`src/rtl/flatten_pkg.sv`:
```
// Shared state types and derived sizing for the flatten collector.
package flatten_pkg;

  typedef enum logic {WR_FILL, WR_FULL} wr_state_t;
  typedef enum logic {RD_IDLE, RD_STREAM} rd_state_t;

  function automatic int calc_g(input int num_images, input int num_inputs);
    return num_images / num_inputs;
  endfunction

  function automatic int calc_quota(input int num_images, input int num_inputs,
                                    input int image_size);
    return calc_g(num_images, num_inputs) * image_size;
  endfunction

  function automatic int calc_total(input int num_images, input int image_size);
    return num_images * image_size;
  endfunction

  function automatic int calc_beats(input int num_images, input int image_size,
                                    input int out_lanes);
    return calc_total(num_images, image_size) / out_lanes;
  endfunction

endpackage

```
`src/rtl/flatten_bank.sv`:
```
// One storage bank: a write port per input lane placing pixels at their
// flattened position, and one beat-wide read port.
module flatten_bank
  import flatten_pkg::*;
#(
  parameter int BitSize     = 2,
  parameter int ImageSize   = 9,
  parameter int NumOfImages = 4,
  parameter int NumOfInputs = 2,
  parameter int OutLanes    = 3,
  localparam int Quota = calc_quota(NumOfImages, NumOfInputs, ImageSize),
  localparam int Total = calc_total(NumOfImages, ImageSize),
  localparam int Beats = calc_beats(NumOfImages, ImageSize, OutLanes),
  localparam int CntW  = $clog2(Quota + 1),
  localparam int BeatW = (Beats > 1) ? $clog2(Beats) : 1,
  localparam int AddrW = (Total > 1) ? $clog2(Total) : 1
) (
  input  logic                                clk,
  input  logic [NumOfInputs-1:0]              wr_en,
  input  logic [NumOfInputs-1:0][CntW-1:0]    wr_count,
  input  logic [NumOfInputs-1:0][BitSize-1:0] wr_data,
  input  logic [BeatW-1:0]                    rd_beat,
  output logic [OutLanes-1:0][BitSize-1:0]    rd_data
);

  logic [BitSize-1:0]                 mem [Total];
  logic [NumOfInputs-1:0][AddrW-1:0]  wr_addr;

  // Lane j owns images j, j+N, j+2N, ...; its k-th pixel lands in image k/ImageSize of that set.
  for (genvar j = 0; j < NumOfInputs; j++) begin : g_wr_addr
    assign wr_addr[j] = AddrW'((j + (int'(wr_count[j]) / ImageSize) * NumOfInputs) * ImageSize
                               + int'(wr_count[j]) % ImageSize);
  end

  always_ff @(posedge clk) begin
    for (int j = 0; j < NumOfInputs; j++) begin
      if (wr_en[j]) mem[wr_addr[j]] <= wr_data[j];
    end
  end

  for (genvar o = 0; o < OutLanes; o++) begin : g_rd
    assign rd_data[o] = mem[AddrW'(int'(rd_beat) * OutLanes + o)];
  end

endmodule

```
`src/rtl/flatten_collector.sv`:
```
// Collects pixels from several input lanes into a flattened frame and
// streams it out in fixed-width beats through a ping-pong bank pair.
module flatten_collector
  import flatten_pkg::*;
#(
  parameter int BitSize     = 2,
  parameter int ImageSize   = 9,
  parameter int NumOfImages = 4,
  parameter int NumOfInputs = 2,
  parameter int OutLanes    = 3,
  localparam int Quota = calc_quota(NumOfImages, NumOfInputs, ImageSize),
  localparam int Beats = calc_beats(NumOfImages, ImageSize, OutLanes),
  localparam int CntW  = $clog2(Quota + 1),
  localparam int BeatW = (Beats > 1) ? $clog2(Beats) : 1
) (
  input  logic                                clk,
  input  logic                                res_n,
  input  logic [NumOfInputs-1:0]              in_valid,
  input  logic [NumOfInputs-1:0][BitSize-1:0] in_data,
  output logic [NumOfInputs-1:0]              in_ready,
  output logic                                out_valid,
  input  logic                                out_ready,
  output logic                                out_start,
  output logic                                out_last,
  output logic [OutLanes-1:0][BitSize-1:0]    out_data
);

  wr_state_t                          wr_state;
  rd_state_t                          rd_state;
  logic                               wr_sel;
  logic [NumOfInputs-1:0][CntW-1:0]   lane_cnt;
  logic [BeatW-1:0]                   beat;
  logic [NumOfInputs-1:0]             accept;
  logic [NumOfInputs-1:0]             lane_full;
  logic                               all_full;
  logic                               swap;
  logic                               beat_fire;
  logic [1:0][OutLanes-1:0][BitSize-1:0] bank_rd;

  for (genvar j = 0; j < NumOfInputs; j++) begin : g_lane_full
    assign lane_full[j] = (lane_cnt[j] == CntW'(Quota));
  end

  assign all_full  = &lane_full;
  assign in_ready  = (wr_state == WR_FILL) ? ~lane_full : '0;
  assign accept    = in_valid & in_ready;
  assign swap      = all_full && (rd_state == RD_IDLE);
  assign out_valid = (rd_state == RD_STREAM);
  assign beat_fire = out_valid && out_ready;
  assign out_start = out_valid && (beat == '0);
  assign out_last  = out_valid && (beat == BeatW'(Beats - 1));
  assign out_data  = out_valid ? bank_rd[~wr_sel] : '0;

  // Swapping straight from a just-completed fill keeps the first beat one cycle behind the last pixel.
  always_ff @(posedge clk) begin
    if (!res_n) begin
      wr_state <= WR_FILL;
      wr_sel   <= 1'b0;
      lane_cnt <= '0;
    end else if (swap) begin
      wr_state <= WR_FILL;
      wr_sel   <= ~wr_sel;
      lane_cnt <= '0;
    end else begin
      if (all_full) wr_state <= WR_FULL;
      for (int j = 0; j < NumOfInputs; j++) begin
        if (accept[j]) lane_cnt[j] <= lane_cnt[j] + CntW'(1);
      end
    end
  end

  always_ff @(posedge clk) begin
    if (!res_n) begin
      rd_state <= RD_IDLE;
      beat     <= '0;
    end else if (rd_state == RD_IDLE) begin
      if (swap) begin
        rd_state <= RD_STREAM;
        beat     <= '0;
      end
    end else if (beat_fire) begin
      if (beat == BeatW'(Beats - 1)) begin
        rd_state <= RD_IDLE;
        beat     <= '0;
      end else begin
        beat <= beat + BeatW'(1);
      end
    end
  end

  for (genvar b = 0; b < 2; b++) begin : g_bank
    flatten_bank #(
      .BitSize     (BitSize),
      .ImageSize   (ImageSize),
      .NumOfImages (NumOfImages),
      .NumOfInputs (NumOfInputs),
      .OutLanes    (OutLanes)
    ) u_bank (
      .clk      (clk),
      .wr_en    (accept & {NumOfInputs{wr_sel == 1'(b)}}),
      .wr_count (lane_cnt),
      .wr_data  (in_data),
      .rd_beat  (beat),
      .rd_data  (bank_rd[b])
    );
  end

endmodule

```
`config.mk`:
```
export PLATFORM = sky130hd
export DESIGN_NAME = flatten_collector
export DESIGN_NICKNAME = d
export VERILOG_FILES = /design/src/rtl/flatten_pkg.sv /design/src/rtl/flatten_bank.sv /design/src/rtl/flatten_collector.sv
export SDC_FILE = /design/constraint.sdc
export NUM_CORES = 1
export LEC_CHECK = 0
export BUFFER_PORTS_ARGS = -buffer_cell sky130_fd_sc_hd__buf_2
export CAP_MARGIN = 10
export CORE_ASPECT_RATIO = 1.4
export CORE_MARGIN = 4
export CORE_UTILIZATION = 35
export CTS_BUF_LIST = sky130_fd_sc_hd__clkbuf_8
export DETAILED_ROUTE_END_ITERATION = 8
export PLACE_DENSITY = 0.55
export SYNTH_ARGS = -nofsm -noshare
export SYNTH_HDL_FRONTEND = slang
export SYNTH_SLANG_ARGS = --single-unit
```
`constraint.sdc`:
```
create_clock -name clk -period 5.6 [get_ports clk]
set_input_delay 0.56 -clock clk [delete_from_list [all_inputs] [get_ports clk]]
set_output_delay 0.56 -clock clk [all_outputs]
set_load 0.005 [all_outputs]
```
# ---- Word-level counts from Yosys, hierarchy flattened
# Memories as Yosys holds them, arrays and structs flattened.
# Cells that the tools add are included.
dict set report op_classes {
  n_addsub 8
  n_mul 3
  div 4
  order_cmp 1
  n_eq_ne 4
  mux 20
  bitwise_logic 7
  reduce_logical 9
}
# cell count
set ops {}
lappend ops {{divider 6 x 5 -> 32 bit (second input constant)} 2}
lappend ops {{remainder unit 6 x 5 -> 32 bit (second input constant)} 2}
lappend ops {{adder 2 x 32 -> 32 bit (first input constant)} 1}
lappend ops {{multiplier 32 x 5 -> 6 bit (second input constant)} 1}
lappend ops {{multiplier 31 x 5 -> 5 bit (second input constant)} 1}
lappend ops {{two-way mux 6 bit} 3}
lappend ops {{two-way mux 4 bit} 4}
lappend ops {{adder 6 bit} 2}
lappend ops {{two-way mux 1 bit} 12}
lappend ops {{adder 5 x 1 -> 5 bit (second input constant)} 2}
lappend ops {{equality test 5 bit (second input constant)} 2}
lappend ops {{adder 6 x 2 -> 6 bit (second input constant)} 1}
lappend ops {{adder 6 x 3 -> 6 bit (second input constant)} 1}
lappend ops {{bitwise AND 2 bit} 3}
lappend ops {{multiplier 4 x 2 -> 6 bit (second input constant)} 1}
lappend ops {{adder 4 x 1 -> 4 bit (second input constant)} 1}
lappend ops {{equality test 4 bit (second input constant)} 1}
lappend ops {{logical AND 1 bit} 4}
lappend ops {{zero test 4 bit} 1}
lappend ops {{AND reduction 2 bit} 2}
lappend ops {{inverter 1 bit} 3}
lappend ops {{< comparator 1 x 2 -> 1 bit (second input constant)} 1}
lappend ops {{two-way mux 2 bit} 1}
lappend ops {{inequality test 2 x 1 -> 1 bit (second input constant)} 1}
lappend ops {{3 further kinds} 3}
dict set report totals {
  reg_bits 17
  mem_bits_rw 144
  elab_cells 64
  n_memories 2
}
# memory words word_bits rd rd_ports_with_merged_regs write_ports line_no
set memory_table {}
lappend memory_table {{g_bank[0].u_bank.mem} 36 2 3 0 2 flatten_bank.sv:26} ;# logic [BitSize-1:0] mem [Total];
lappend memory_table {{g_bank[1].u_bank.mem} 36 2 3 0 2 flatten_bank.sv:26}

# ---- Logic depth before layout (Yosys ltp)
# Gate-level depths: netlist of the first run.
dict set report logic_depth {
  depth_word 7
  depth_mapped 22
  ltp_nobuf 20
}

# ---- Hierarchy
# From an unflattened synthesis of the first run, not the netlist that was laid out.
dict set report hier_totals {
  cells_unflattened 1301
  hier_area_um2 15244.6
}
# module instances cells_each area_per_inst_um2 seq_area_each_um2
set modules_own_cells {}
lappend modules_own_cells {{flatten_bank at g_bank[1].u_bank} 1 600 7268.2 2162.1}
lappend modules_own_cells {{flatten_bank at g_bank[0].u_bank} 1 574 6919.1 2162.1}
lappend modules_own_cells {flatten_collector 1 127 1057.3 340.3}

# ---- Worst setup path after synthesis of the first run
# OpenSTA, ideal clock, no wires.
dict set report synth_timing {
  path_kind {reg2reg}
  from {register lane_cnt[5] (netlist name)}
  to {memory g_bank[1].u_bank.mem[7][0] (data pin)}
  setup_ns 0.262
  t_arrival_ns 4.853
  required_time_ns 5.338
  setup_slack_ns 0.484
  stages_incl_launch_ff 21
  n_path_buf 1
  synth_period_minus_slack_ns 5.116
  cell_sequence {dfxtp_1 inv_1 ha_1 o41ai_2 xnor2_1 ha_1 o31ai_2 o22ai_2 nand3_2 nand3_1 o21ai_0 ha_1 ha_1 ha_1 a21oi_1 xnor2_1 xnor2_4 or3_1 buf_4 nor2_2 mux2_1}
}
# element line_no
set synth_rtl {}
lappend synth_rtl {{from (decl)} flatten_collector.sv:31} ;# logic [NumOfInputs-1:0][CntW-1:0] lane_cnt;
lappend synth_rtl {{from (signal, indexed assignment)} flatten_collector.sv:67} ;# if (accept[j]) lane_cnt[j] <= lane_cnt[j] + CntW'(1);
lappend synth_rtl {{to (decl)} flatten_bank.sv:26}

==> results.sh, run 1 <==
export IMPL_status="completed"
export IMPL_area_sequential_mm2=0.00467
export IMPL_synth_most_common_cell="edfxtp_1"
export IMPL_power_w=0.00252
export IMPL_synth_ff_type="edfxtp_1"
export IMPL_cts_max_level=4
export IMPL_syn_area_per_cell_um2=12.2
export IMPL_die_x_um=172
export IMPL_powerDensity_mw_per_mm2=174
export IMPL_clk_path_buf_depth=2
export IMPL_drive_above_1_share=0.379
export IMPL_final_max_slew_viol_count=0
export IMPL_maxCapViolCount=0
export IMPL_yosys_area_top_type="edfxtp_1"
export IMPL_synth_top_cell_area_share=0.328
export IMPL_area_growth_pct=9.87
export IMPL_slowest_stage="dfxtp_1"
export IMPL_yosysSeqAreaShare=0.353
export IMPL_initial_core_util=0.357
export IMPL_critPathRequiredTime_ns=5.75
export IMPL_end_kind="register"
export IMPL_yosysUniqueCellTypes=67
export IMPL_fp_dieArea_mm2=0.0409
export IMPL_grt_pass1_wl_um=59700
export IMPL_ios=20
export IMPL_synthTopCellsByArea="edfxtp_1, mux4_2, mux2_2"
export IMPL_r2r_slack_ns=0.25
export IMPL_drc=0
export IMPL_antenna_found_initial=0
export IMPL_cts_tree="done"
export IMPL_synth_edf_count=144
export IMPL_synthCells=1081
export IMPL_total_leakage_power_nw=4.82
export IMPL_clk_pin_slew_ns=0.10
export IMPL_r2r_end="g_bank[1].u_bank.mem[7][0]"
export IMPL_n_antenna_cell=0
export IMPL_multi_input_area_mm2=0.00825
export IMPL_cp_arrival_ns=5.50
export IMPL_r2r_start="lane_cnt[2]"
export IMPL_slowest_delay_ns=0.48
export IMPL_vias_per_cell=6.10
export IMPL_placeableCoreArea_mm2=0.0370
export IMPL_hold_viol_final=0
export IMPL_dr_pass1_iters=4
export IMPL_routabilityCongestion=0.869
export IMPL_crit_type="register to register"
export IMPL_setup_viol=0
export IMPL_dr_first_iter_drc_count=656
export IMPL_cpLargestDelayFamily="simple AND/OR/NAND/NOR gates"
export IMPL_min_period_over_period=0.955
export IMPL_min_period_ns=5.35
export IMPL_critPathLaunchType="register"
export IMPL_crit_buf_inv=3
export IMPL_overflow=0
export IMPL_hp_start="res_n"
export IMPL_slew_headroom=0.372
export IMPL_synthArstFlopShare=0
export IMPL_numCtsBuffers=17
export IMPL_setup_ws_ns=0.250
export IMPL_final_util=0.392
export IMPL_crit_path_cell_trace="inv_1 -> ha_1 -> or4_1 -> and2_1 -> xnor2_1 -> ha_1 -> and2_1 -> a221o_1 -> a21o_1 -> nor2_2 -> nor2b_1 -> xnor2_1 -> fa_1 -> nand2_1 -> inv_1 -> a31oi_1 -> xnor2_1 -> nand2_1 -> buf_4 -> o32ai_1"
export IMPL_grt_pass1_vias=9722
export IMPL_cp_max_fo=32
export IMPL_ys_ff_latch=161
export IMPL_peakVddDrop_uv=131
export IMPL_r2r_worst_path_cells=20
export IMPL_hold_depth=2
export IMPL_fmax_mhz=187
export IMPL_dp_hpwl_um=28100
export IMPL_die_y_um=238
export IMPL_cpMostUsedCell="xnor2_1"
export IMPL_skew_ns=0.0129
export IMPL_yosysWarnings=0
export IMPL_dp_slack_ns=0.0504
export IMPL_worstSkewPairLatency_ns=0.50
export IMPL_n_fill_cell=3525
export IMPL_wire_per_inst_um=25.4
export IMPL_num_rows=83
export IMPL_hp_class="input port to register"
export IMPL_worstHoldEndpoint="beat[2]"
export IMPL_cts_root_buffer="clkbuf_8"
export IMPL_vias=9493
export IMPL_track_usage=0.194
export IMPL_syn_num_nets=1130
export IMPL_fin_nets=1124
export IMPL_synthTopCellsByCount="edfxtp_1, mux2_2, mux4_2, nand2_1, clkbuf_1"
export IMPL_syn_area_mm2=0.0132
export IMPL_finalWirelength_um=39400
export IMPL_tightestPinTransition_ns=0.937
export IMPL_grt_max_degree=128
export IMPL_cts_sinks=161
export IMPL_rsz0062_at_grt="true"
export IMPL_io_buffers=19
export IMPL_final_antenna_net_count=0
==> worst reg2reg max path, delay by kind of cell, from the launching register on <==
kind | cells | cell delay (ns)
buf+inv | 3 | 0.53
fa+ha+maj | 3 | 0.94
compound gates | 4 | 1.22
flops | 1 | 0.48
simple gates | 7 | 1.29
xor+xnor | 3 | 0.56
==> registers in the layout, summed over array words and instances (netlist names) <==
name,flops
g_bank.u_bank.mem,144
wr_sel,1
out_valid,1
wr_state,1
lane_cnt,10
beat,4
==> per-stage QoR <==
| stage | hold WS, ns | instance area, um^2 | std cells | TNS [ns] |
|---|---|---|---|---|
| finish | 0.372 | 14500 | 1555 | 0 |
| global route | 0.360 | 14500 | 1555 | -5.99 |
| CTS | 0.345 | 14300 | 1548 | 0 |
| detailed placement | 0.477 | 13900 | 1516 | 0 |
| global placement | 0.461 | 13900 | 1515 | -0.0289 |
| floorplan | 0.439 | 13200 | 1081 | 0 |
==> logic make-up after synthesis <==
kind of cell,after synthesis,synth area share
adder cells (fa/ha/maj),40,0.0396
flip-flops,161,0.353
AO/OA/AOI/OAI,167,0.0961
multiplexers,307,0.348
XOR/XNOR,35,0.0263
buffers and inverters,122,0.0381
AND/OR/NAND/NOR,249,0.0987
==> power breakdown <==
group	switching [W]	leakage [nW]	internal, W	total, W
registers	0.00000938	1.44	0.00132	0.00133
clock network	0.000487	0.200	0.000401	0.000887
logic	0.000191	3.18	0.000113	0.000304
==> per-layer routing <==
metal	wire (um)	global-route usage
met1	14900	0.225
met2	20900	0.343
met3	1690	0.0324
met4	1960	0.0949
met5	0	0
==> cell type report <==
cell class / count / share of cell area
Timing Repair Buffer: 74 / 0.0361
Clock buffer: 17 / 0.0161
Tap cell: 467 / 0.0403
Multi-Input combinational cell: 799 / 0.569
Clock inverter: 15 / 0.0111
Sequential cell: 161 / 0.322
Inverter: 22 / 0.00569
==> worst max path at each step <==
stage,from,end,slack [ns],depth (start not counted)
after global routing,lane_cnt[2],g_bank[1].u_bank.mem[20][0],-0.1,20
after global placement,lane_cnt[2],g_bank[1].u_bank.mem[22][0],-0.005,19
after CTS,lane_cnt[5],g_bank[0].u_bank.mem[27][0],0.04,20
after floorplan,lane_cnt[5],g_bank[1].u_bank.mem[7][0],0.48,20
final,lane_cnt[2],g_bank[1].u_bank.mem[7][0],0.25,20
after detailed placement,lane_cnt[5],g_bank[0].u_bank.mem[27][0],0.05,19
==> cell usage in the layout (no fill, tap or decap), types with 7 or more instances in the layout <==
master | netlist | layout
edfxtp_1 | 144 | 144
mux2_2 | 134 | 134
mux4_2 | 107 | 107
nand2_1 | 80 | 78
mux2i_1 | 54 | 54
buf_4 | 4 | 53
o31ai_1 | 58 | 48
nor2_1 | 44 | 41
ha_1 | 37 | 36
nand3_1 | 26 | 23
inv_1 | 21 | 22
xnor2_1 | 23 | 20
buf_2 | 24 | 19
a21oi_1 | 18 | 18
clkbuf_8 | 0 | 17
dfxtp_1 | 17 | 16
nor2b_1 | 15 | 15
o21ai_0 | 14 | 14
a221oi_1 | 14 | 14
and2_1 | 12 | 12
mux2_1 | 12 | 12
o32ai_1 | 15 | 12
nor3_1 | 11 | 11
o31ai_2 | 1 | 11
a211oi_1 | 8 | 8
xor2_1 | 9 | 8
nand4_1 | 8 | 8
a22oi_1 | 8 | 8
or2_2 | 7 | 7
==> what timing repair did <==
item | CTS | global route
setup buffers | 0 | 6
resized for setup | 1 | 32
pin swaps | 0 | 6
hold buffers | 0 | 0
setup endpoints to repair | 1 | 277
gates cloned | 0 | 1
No activity file was read; power rests on OpenSTA's default activity.
==> run 2, diff against run 1 <==
--- a/config.mk
+++ b/config.mk
@@ -13,6 +13,7 @@
 export CTS_BUF_LIST = sky130_fd_sc_hd__clkbuf_8
 export DETAILED_ROUTE_END_ITERATION = 8
 export PLACE_DENSITY = 0.55
+export SKIP_LAST_GASP = 1
 export SYNTH_ARGS = -nofsm -noshare
 export SYNTH_HDL_FRONTEND = slang
 export SYNTH_SLANG_ARGS = --single-unit
==> constraint.sdc (replaced) <==
create_clock -name clk -period 6.8 [get_ports clk]
set_input_delay 0.68 -clock clk [delete_from_list [all_inputs] [get_ports clk]]
set_output_delay 0.68 -clock clk [all_outputs]
set_load 0.005 [all_outputs]
==> run 2 against run 1 <==
  * First-iteration DRC count up 25%
  * Cell area fell by 2.8%
  * Wire length increased by 2.2%
  * Combinational power down 23%
  * Critical path type unchanged
  * Critical endpoint is now g_bank[0].u_bank.mem[19][1]
  * Largest power group unchanged
==> results.sh, run 2 (synthesized netlist as in run 1, its figures left out) <==
export IMPL_hp_class="register to register"
export IMPL_overflow=0
export IMPL_routabilityCongestion=0.849
export IMPL_fp_dieArea_mm2=0.0409
export IMPL_grt_max_degree=128
export IMPL_slew_headroom=0.377
export IMPL_ios=20
export IMPL_cts_tree="done"
export IMPL_grt_pass1_wl_um=60700
export IMPL_rsz0062_at_grt="false"
export IMPL_powerDensity_mw_per_mm2=140
export IMPL_crit_type="register to register"
export IMPL_postCtsSetupBuffers=0
export IMPL_power_w=0.00197
export IMPL_final_antenna_net_count=0
export IMPL_total_leakage_power_nw=4.63
export IMPL_die_x_um=172
export IMPL_peakVddDrop_uv=94.7
export IMPL_cts_root_buffer="clkbuf_8"
export IMPL_critPathLaunchType="register"
export IMPL_final_max_slew_viol_count=0
export IMPL_status="completed"
export IMPL_r2r_slack_ns=0.66
export IMPL_clk_pin_slew_ns=0.08
export IMPL_clk_path_buf_depth=2
export IMPL_cp_arrival_ns=6.39
export IMPL_worstSetupEndpoint="g_bank[0].u_bank.mem[19][1]"
export IMPL_critPathRequiredTime_ns=7.04
export IMPL_end_kind="register"
export IMPL_fin_nets=1102
export IMPL_post_cts_resized=0
export IMPL_finalSetupTns_ns=0
export IMPL_wire_per_inst_um=26.3
export IMPL_fmax_mhz=163
export IMPL_skew_ns=0.0108
export IMPL_num_rows=83
export IMPL_vias_per_cell=6.17
export IMPL_final_common_cell="edfxtp_1"
export IMPL_initial_core_util=0.357
export IMPL_area_growth_pct=6.74
export IMPL_io_buffers=19
export IMPL_r2r_end="g_bank[0].u_bank.mem[19][1]"
export IMPL_final_cell_area_mm2=0.0141
export IMPL_n_fill_cell=3565
export IMPL_placeableCoreArea_mm2=0.0370
export IMPL_grt_pass1_vias=9631
export IMPL_drive_above_1_share=0.336
export IMPL_finalWirelength_um=40300
export IMPL_setup_viol=0
export IMPL_cts_sinks=161
export IMPL_die_y_um=238
export IMPL_cts_max_level=4
export IMPL_min_period_over_period=0.903
export IMPL_min_period_ns=6.14
export IMPL_cp_max_fo=12
export IMPL_worstSkewPairLatency_ns=0.50
export IMPL_drc=0
export IMPL_dp_hpwl_um=28300
export IMPL_r2r_worst_path_cells=19
export IMPL_track_usage=0.199
export IMPL_r2r_start="lane_cnt[7]"
export IMPL_antenna_found_initial=1
export IMPL_dr_pass1_iters=5
export IMPL_placed_area_mm2=0.0138
export IMPL_dr_first_iter_drc_count=820
export IMPL_holdBufCountCts=0
export IMPL_startpoint="lane_cnt[7]"
export IMPL_tightestPinTransition_ns=0.934
export IMPL_vias=9467
export IMPL_most_common_layout_cells="edfxtp_1, mux2_2, mux4_2, nand2_1, o31ai_1"
export IMPL_numCtsBuffers=17
export IMPL_largest_reg_flops=144
export IMPL_hold_viol_final=0
export IMPL_maxCapViolCount=0
==> run 2: per-stage QoR <==
| step | instances | utilization | worst slack (ns) | hold slack, ns |
|---|---|---|---|---|
| finish | 1534 | 0.381 | 0.659 | 0.483 |
| global route | 1534 | 0.381 | 0.222 | 0.470 |
| CTS | 1533 | 0.381 | 0.691 | 0.461 |
| detailed placement | 1501 | 0.372 | 0.737 | 0.478 |
| global placement | 1501 | 0.372 | 0.885 | 0.472 |
| floorplan | 1081 | - | 1.68 | 0.439 |
==> run 2: layout make-up <==
cell class / instances / area, um^2 / share of cell area
Sequential cell: 161 / 4670 / 0.331
Clock buffer: 17 / 234 / 0.0166
Tap cell: 467 / 584 / 0.0415
Inverter: 22 / 82.6 / 0.00586
Timing Repair Buffer: 53 / 363 / 0.0257
Antenna cell: 1 / 2.50 / 0.000178
Multi-Input combinational cell: 798 / 8060 / 0.572
Clock inverter: 15 / 103 / 0.00728
==> run 2: layer usage <==
metal / part of all wire / routed length, um / global-route usage
met5: 0 / 0 / 0
met2: 0.53 / 21200 / 0.346
met4: 0.049 / 1990 / 0.0970
met3: 0.047 / 1890 / 0.0324
met1: 0.38 / 15200 / 0.236
==> run 2: how the worst min path moves through the flow <==
stage,startpoint,end,slack [ns],depth (start not counted)
after floorplan,wr_state,wr_state,0.44,2
after global placement,wr_state,wr_state,0.47,2
after detailed placement,wr_state,wr_state,0.48,2
after CTS,res_n,beat[3],0.46,2
after global routing,res_n,beat[3],0.47,2
final,wr_state,wr_state,0.48,2
==> run 2: worst max-delay path, stage by stage, from the launching register on <==
cell and delay (ns):
dfxtp_1 0.59, inv_1 0.16, ha_1 0.30, o41ai_2 0.32
xnor2_1 0.23, ha_1 0.25, o31ai_2 0.10, o22ai_2 0.22
nand3_2 0.20, xnor2_2 0.64, inv_2 0.28, ha_1 0.28
ha_1 0.19, a21o_1 0.15, a21oi_1 0.16, xnor2_1 0.28
xor2_1 0.46, nand3_1 0.41, nor2_1 0.30, mux2_2 0.37
==> run 2: report_power, final <==
part	leakage, nW	switching, W	internal [W]
sequential	1.44	0.0000109	0.00108
combinational	3.02	0.000149	0.0000851
clock	0.172	0.000368	0.000277
total	4.63	0.000528	0.00145
==> run 3, diff against run 2 <==
--- a/config.mk
+++ b/config.mk
@@ -12,7 +12,6 @@
 export CORE_UTILIZATION = 35
 export CTS_BUF_LIST = sky130_fd_sc_hd__clkbuf_8
 export DETAILED_ROUTE_END_ITERATION = 8
-export PLACE_DENSITY = 0.55
 export SKIP_LAST_GASP = 1
 export SYNTH_ARGS = -nofsm -noshare
 export SYNTH_HDL_FRONTEND = slang
==> run 3 against run 2 <==
  * Cell area up 0.75%
  * Die area unchanged
  * Clock skew up 0.0017 ns
  * Power up 11%
  * Combinational power about the same
  * Critical endpoint is now g_bank[1].u_bank.mem[11][1]
  * Highest routed layer is now met5
==> results.sh, run 3 (synthesized netlist as in run 1, its figures left out) <==
export IMPL_status="completed"
export IMPL_startpoint="lane_cnt[7]"
export IMPL_switching_share=0.250
export IMPL_track_usage=0.191
export IMPL_worstSkewPairLatency_ns=0.51
export IMPL_routabilityCongestion=0.871
export IMPL_vias_per_cell=6.35
export IMPL_dp_cells=1497
export IMPL_slowest_delay_ns=0.64
export IMPL_hp_class="register to register"
export IMPL_n_fill_cell=3506
export IMPL_final_max_slew_viol_count=0
export IMPL_cts_tree="done"
export IMPL_wire_per_inst_um=25.3
export IMPL_final_antenna_net_count=0
export IMPL_dp_slack_ns=0.674
export IMPL_cp_arrival_ns=6.42
export IMPL_hp_start="wr_state"
export IMPL_layout_cells_non_filler=1530
export IMPL_slowest_stage="xnor2_2"
export IMPL_p_int_w=0.00164
export IMPL_final_util=0.384
export IMPL_grt_max_degree=129
export IMPL_clk_path_buf_depth=2
export IMPL_post_cts_resized=0
export IMPL_crit_path_cell_trace="inv_1 -> ha_1 -> o41ai_2 -> xnor2_1 -> ha_1 -> o31ai_2 -> o22ai_2 -> nand3_2 -> xnor2_2 -> inv_2 -> ha_1 -> ha_1 -> a21o_1 -> a21oi_1 -> xnor2_1 -> xor2_1 -> nand3_1 -> nor2_1 -> mux2_2"
export IMPL_area_growth_pct=7.54
export IMPL_antenna_found_initial=1
export IMPL_setup_ws_ns=0.633
export IMPL_tightestPinTransition_ns=0.969
export IMPL_ios=20
export IMPL_maxCapViolCount=0
export IMPL_seqPwrFrac=0.501
export IMPL_slew_headroom=0.354
export IMPL_placeableCoreArea_mm2=0.0370
export IMPL_critPathRequiredTime_ns=7.05
export IMPL_holdBufCountCts=0
export IMPL_clkPwrFrac=0.393
export IMPL_powerDensity_mw_per_mm2=154
export IMPL_largest_reg_flops=144
export IMPL_end_kind="register"
export IMPL_critPathLaunchType="register"
export IMPL_die_y_um=238
export IMPL_combPwrFrac=0.106
export IMPL_setup_viol=0
export IMPL_cpMostUsedCell="ha_1"
export IMPL_finalWirelength_um=38800
export IMPL_vias=9721
export IMPL_min_period_over_period=0.907
export IMPL_rsz0062_at_grt="false"
export IMPL_crit_type="register to register"
export IMPL_drc=0
export IMPL_num_rows=83
export IMPL_postCtsSetupBuffers=0
export IMPL_drive_above_1_share=0.336
export IMPL_io_buffers=19
export IMPL_grt_pass1_wl_um=59400
export IMPL_dr_pass1_iters=5
export IMPL_clk_pin_slew_ns=0.09
export IMPL_overflow=0
export IMPL_skew_ns=0.0125
export IMPL_r2r_start="lane_cnt[7]"
export IMPL_cp_max_fo=12
export IMPL_cts_max_level=4
export IMPL_switchingPower_w=0.000547
export IMPL_fmax_mhz=162
export IMPL_fp_dieArea_mm2=0.0409
export IMPL_final_common_cell="edfxtp_1"
export IMPL_finalSetupTns_ns=0
export IMPL_placed_area_mm2=0.0137
export IMPL_dp_hpwl_um=26900
export IMPL_min_period_ns=6.17
export IMPL_final_cell_area_mm2=0.0142
export IMPL_hold_viol_final=0
export IMPL_total_leakage_power_nw=4.66
export IMPL_initial_core_util=0.357
export IMPL_grt_pass1_vias=9772
export IMPL_peakVddDrop_uv=131
export IMPL_cts_sinks=161
export IMPL_fin_nets=1098
export IMPL_most_common_layout_cells="edfxtp_1, mux2_2, mux4_2, nand2_1, o31ai_1"
export IMPL_numCtsBuffers=17
export IMPL_die_x_um=172
export IMPL_cts_root_buffer="clkbuf_8"
export IMPL_dr_first_iter_drc_count=771
run 3: cell count changes in the layout (fill, tap and decap cells not counted), moves of 2 or more:
cell and delta:
buf_4 -4, bufinv_16 +5, clkinv_1 -2, clkinv_2 -3
run 3: worst paths after layout:
path	to	slack [ns]	depth (start not counted)
max	g_bank[1].u_bank.mem[11][1]	0.63	19
min	wr_state	0.47	2
max reg2reg	g_bank[1].u_bank.mem[11][1]	0.63	19
min reg2reg	wr_state	0.47	2
run 3: area by class of cell:
type / count / area [um^2] / area share
clock inverters: 15 / 239 / 0.0168
well taps: 467 / 584 / 0.0412
clock buffers: 17 / 234 / 0.0165
diodes: 1 / 2.50 / 0.000176
multi-input cells: 798 / 8060 / 0.567
flip-flops and latches: 161 / 4670 / 0.329
inverters: 22 / 82.6 / 0.00582
repair buffers: 49 / 333 / 0.0234
run 3: critical path: cells and delay by family (launching register included):
kind | cells | cell delay (ns)
multiplexers | 1 | 0.36
flip-flops | 1 | 0.59
AND/OR/NAND/NOR | 3 | 0.98
adder cells (fa/ha/maj) | 4 | 1.02
XOR/XNOR | 4 | 1.59
AO/OA/AOI/OAI | 5 | 0.92
buffers and inverters | 2 | 0.44
run 3: power groups by stage:
stage                     logic, W  clock network (W)  registers [W]
after floorplan           0.000158                  0        0.00111
after global placement    0.000224                  0        0.00112
after detailed placement  0.000227                  0        0.00112
after CTS                 0.000228           0.000872        0.00110
after global routing      0.000248           0.000907        0.00110
final                     0.000231           0.000859        0.00110
run 3: per-layer routing:
metal | up-vias | track usage | wire length (um)
li1 | 4235 | - | -
met1 | 5007 | 0.228 | 14700
met2 | 381 | 0.330 | 19900
met3 | 96 | 0.0341 | 2240
met4 | 2 | 0.0913 | 1840
met5 | - | 0 | 7
run 3: through the flow:
| step | hold WS (ns) | total power [W] |
|---|---|---|
| after global routing | 0.470 | 0.00225 |
| after global placement | 0.458 | 0.00134 |
| after detailed placement | 0.463 | 0.00135 |
| final | 0.469 | 0.00219 |
| after CTS | 0.452 | 0.00220 |
| after floorplan | 0.439 | 0.00127 |
